**src/rtl/paired_register_file.sv**
```systemverilog
// paired_register_file: split-half register file with step unit; PAIRED_REGFILE_BYPASS_EN forwards same-cycle updates to reads
module paired_register_file #(
    parameter int HALF = 8,
    parameter int REGS = 4,
    localparam int AW = $clog2(REGS),
    localparam int W = 2 * HALF
) (
    input  logic          clk,
    input  logic          rst,
    input  logic [AW-1:0] wr_num,
    input  logic [1:0]    wr_mode,
    input  logic [W-1:0]  wr_data,
    input  logic [AW-1:0] rd_num1,
    input  logic [AW-1:0] rd_num2,
    input  logic [1:0]    rd_mode1,
    input  logic [1:0]    rd_mode2,
    output logic [W-1:0]  rd_data1,
    output logic [W-1:0]  rd_data2,
    output logic          rd_valid1,
    output logic          rd_valid2,
    input  logic          step_en,
    input  logic          step_dec,
    input  logic [AW-1:0] step_num
);
`ifdef PAIRED_REGFILE_BYPASS_EN
    localparam bit BYP = 1'b1;
`else
    localparam bit BYP = 1'b0;
`endif
    logic [HALF-1:0] hi_q [REGS];
    logic [HALF-1:0] lo_q [REGS];
    logic [HALF-1:0] hi_d [REGS];
    logic [HALF-1:0] lo_d [REGS];
    logic [HALF-1:0] h1, l1, h2, l2;
    logic [W-1:0] data1_d, data2_d;
    logic live, coll;
    // live is low on the first edge after reset release so that edge's requests are dropped
    assign coll = step_en && wr_mode != 2'b00 && wr_num == step_num;
    always_comb begin
        for (int i = 0; i < REGS; i++) begin
            hi_d[i] = hi_q[i];
            lo_d[i] = lo_q[i];
            if (live && step_en && !coll && step_num == AW'(i))
                {hi_d[i], lo_d[i]} = step_dec ? {hi_q[i], lo_q[i]} - W'(1) : {hi_q[i], lo_q[i]} + W'(1);
            if (live && wr_num == AW'(i)) begin
                if (wr_mode[0]) lo_d[i] = wr_data[HALF-1:0];
                if (wr_mode[1]) hi_d[i] = wr_mode[0] ? wr_data[W-1:HALF] : wr_data[HALF-1:0];
            end
        end
    end
    assign h1 = BYP ? hi_d[rd_num1] : hi_q[rd_num1];
    assign l1 = BYP ? lo_d[rd_num1] : lo_q[rd_num1];
    assign h2 = BYP ? hi_d[rd_num2] : hi_q[rd_num2];
    assign l2 = BYP ? lo_d[rd_num2] : lo_q[rd_num2];
    always_comb begin
        data1_d = !live ? '0 : rd_mode1 == 2'b11 ? {h1, l1} : rd_mode1 == 2'b10 ? W'(h1) : rd_mode1 == 2'b01 ? W'(l1) : '0;
        data2_d = !live ? '0 : rd_mode2 == 2'b11 ? {h2, l2} : rd_mode2 == 2'b10 ? W'(h2) : rd_mode2 == 2'b01 ? W'(l2) : '0;
    end
    always_ff @(posedge clk or posedge rst) begin
        if (rst) begin
            for (int i = 0; i < REGS; i++) begin
                hi_q[i] <= '0;
                lo_q[i] <= '0;
            end
            live <= 1'b0;
            rd_data1 <= '0;
            rd_data2 <= '0;
            rd_valid1 <= 1'b0;
            rd_valid2 <= 1'b0;
        end else begin
            hi_q <= hi_d;
            lo_q <= lo_d;
            live <= 1'b1;
            rd_data1 <= data1_d;
            rd_data2 <= data2_d;
            rd_valid1 <= live && rd_mode1 != 2'b00;
            rd_valid2 <= live && rd_mode2 != 2'b00;
        end
    end
endmodule

```
**config.mk**
```make
export PLATFORM = sky130hd
export DESIGN_NAME = paired_register_file
export DESIGN_NICKNAME = d
export VERILOG_FILES = /design/src/rtl/paired_register_file.sv
export SDC_FILE = /design/constraint.sdc
export NUM_CORES = 1
export LEC_CHECK = 0
export CAP_MARGIN = 20
export CORE_UTILIZATION = 35
export CTS_CLUSTER_DIAMETER = 30
export DETAILED_ROUTE_END_ITERATION = 7
export REMOVE_ABC_BUFFERS = 1
export SETUP_SLACK_MARGIN = 0.3
export SYNTH_ARGS = -nofsm -noshare
export SYNTH_HDL_FRONTEND = slang
export SYNTH_SLANG_ARGS = --single-unit
```
**constraint.sdc**
```tcl
create_clock -name clk -period 9.25 [get_ports clk]
set_clock_uncertainty 0.1 [all_clocks]
set_input_delay 1.85 -clock clk [delete_from_list [all_inputs] [get_ports clk]]
set_output_delay 1.85 -clock clk [all_outputs]
set_load 0.005 [all_outputs]
```
==> results.json <==
{
  "yosysTopAreaCellShare_pct": 31.56,
  "clock_sinks": 99,
  "crit_type": "in2reg",
  "clock.fmax_mhz": 196.8,
  "synth-edff-count": 0,
  "finalSetupTns_ps": 0,
  "nFillCells": 2197,
  "antennaDiodeCount": 0,
  "r2r_start": "lo_q[8]",
  "top_usage_layer": "met2",
  "cap_viol_max_count": 0,
  "cts_tree": "done",
  "grt_usage_pct": 21.74,
  "crit_required_ps": 9360,
  "r2r_slack_ps": 6320,
  "portBuffers": 67,
  "num_vias": 6776,
  "netlist_top_cells_count": "99 x dfrtp_1, 84 x a21oi_1, 79 x nor2_1",
  "finalWorstSetupSlack_ps": 4169,
  "grt_max_degree": 57,
  "antenna_found_initial": 0,
  "cp.arrival_ps": 5190,
  "die-area_um2": 23030,
  "io-pin-count": 68,
  "postSynthCellCount": 842,
  "setup_viol": 0,
  "routedWlPerCell_um": 20.23,
  "worst_r2r_path_depth": 8,
  "worstSetupStartpoint": "step_dec",
  "drtIter0Drc": 553,
  "final.period_utilization_pct": 54.93,
  "status": "finished clean",
  "wirelength_um": 23710,
  "grt_overflow_total": 0,
  "synthArstFlopShare_pct": 100.0,
  "synth_cell_types": 63,
  "min_period_ps": 5081,
  "grt_pass1_vias": 6333,
  "dp_hpwl_um": 17780,
  "cts_resized": 0,
  "fp.coreArea_um2": 21890,
  "rows": 54,
  "gp_congestion": 0.9558,
  "start_util_pct": 35.86,
  "syn_area_um2": 7850,
  "ant_nets": 0,
  "grt_pass1_wl_um": 37180,
  "place_ws_ps": 3850,
  "numCtsBuffers": 9,
  "drive_gt1_share_pct": 9.081,
  "drc": 0,
  "start_kind": "input port",
  "relSlewSlack_pct": 25.58,
  "grt_use_met1_pct": 31.75,
  "hold_viol_final": 0,
  "regToRegEndpoint": "hi_q[14]",
  "vias_per_cell": 5.782,
  "synth.most_common_cell": "dfrtp_1",
  "clock_path_buffers": 2,
  "path_clk_slew_ps": 70,
  "use_met2_pct": 32.59,
  "path_max_fanout": 40,
  "tightest_slew_ps": 1085,
  "ir_drop_mv": 0.1152,
  "yosysWarnings": 0,
  "cts_setup_buffers": 0,
  "avgSynthCellArea_um2": 9.323,
  "crit_path_end": "hi_q[14]",
  "p_leak_nw": 3.862,
  "die_w_um": 151.8,
  "synth_top_area_cell": "dfrtp_1",
  "h-tree-depth": 3,
  "synth-seq-area-share_pct": 31.56,
  "holdWs_ps": 488.2,
  "ys_top_cells_by_area": "dfrtp_1 32%, mux4_2 9.2%, ha_1 8.9%",
  "grt_use_met3_pct": 4.311,
  "dr.pass1.iters": 5,
  "rsz0062_at_grt": "false",
  "ys_seq_elements": 99,
  "syn_to_final_growth_pct": 16.23,
  "clk_latency_ps": 360,
  "power.density_nw_per_um2": 273.7,
  "ctsHoldBuffers": 0,
  "slew_violations": 0,
  "synthFlopType": "dfrtp_1",
  "fin_nets": 981,
  "root_buffer": "clkbuf_16",
  "min_path_type": "reg2reg",
  "die_y_um": 151.8,
  "cp-end-kind": "flop"
}
## critical path, stage by stage
cell and delay (ps):
buf_2 620, buf_4 570, ha_1 350, a21oi_1 190, o21ai_0 170, a31o_2 290
a2111oi_0 600, o41ai_1 200, xnor2_1 170, o221ai_1 130
## metal layers
metal / up-vias / wire, um / part of all wire, %
li1: 3243 / - / -
met1: 3272 / 11250 / 47
met2: 233 / 10260 / 43
met3: 28 / 1791 / 7.6
met4: 0 / 418 / 1.8
met5: - / 0 / 0
## sequential cells by signal (all words and copies together), names as in the netlist
| signal | cells |
|---|---|
| live | 1 |
| rd_data1 | 16 |
| hi_q | 32 |
| rd_data2 | 16 |
| rd_valid2 | 1 |
| rd_valid1 | 1 |
| lo_q | 32 |
## area by class of cell
class	count	area, um2	share of cell area [%]
clock buffer	9	225.2	2.468
clock inverter	7	97.59	1.070
inverter	19	73.82	0.8091
multi-input combinational	682	5139	56.32
sequential	99	2477	27.15
tap	280	350.3	3.840
timing repair buffer	76	760.7	8.338
## how the worst min path moves through the flow
stage,startpoint,end,slack (ps),depth (start not counted)
finish,hi_q[31],hi_q[31],490,1
CTS,hi_q[31],hi_q[31],490,1
floorplan,hi_q[31],hi_q[31],390,1
global route,hi_q[31],hi_q[31],510,1
global placement,hi_q[31],hi_q[31],470,1
detailed placement,hi_q[31],hi_q[31],480,1
## through the flow
stage / power (mW) / cells / area [um2] / utilization (%)
3_3_place_gp: 2.056 / 1154 / 8758 / 40.01
5_1_grt: 2.686 / 1172 / 9124 / 41.68
3_5_place_dp: 2.063 / 1154 / 8758 / 40.01
4_1_cts: 2.488 / 1170 / 9081 / 41.48
6_report: 2.497 / 1172 / 9124 / 41.68
2_1_floorplan: 1.676 / 800 / 7687 / -
## cell families (layout without fill, tap and decap cells)
group           count (synthesis)  in the layout  share of synthesized area, %
compound gates                274            274                         22.14
xor+xnor                       53             53                         5.913
fa+ha+maj                      60             60                         9.946
buf+inv                        61            111                         2.981
flops                          99             99                         31.56
mux                            55             55                         12.24
other cells                     1              1                       0.04777
simple gates                  239            239                         15.17
## where the power goes
part | total, mW | internal [mW] | switching [mW]
clock | 0.419 | 0.239 | 0.180
combinational | 1.30 | 0.643 | 0.656
sequential | 0.779 | 0.566 | 0.213
total | 2.50 | 1.45 | 1.05
## layout by cell type, fill, tap and decap left out, types with 21 or more instances in the layout
cell type        synthesis  routed
xor2_1                  21      21
xnor2_1                 32      32
ha_1                    56      56
a21o_1                  26      26
nand2_1                 45      45
nor2_1                  79      79
a21oi_1                 84      84
o21ai_0                 55      55
nor2b_1                 44      44
a31oi_1                 24      24
mux4_2                  32      32
clkdlybuf4s50_1          0      66
dfrtp_1                 99      99
Note: power is estimated with default switching activity, not from simulation.
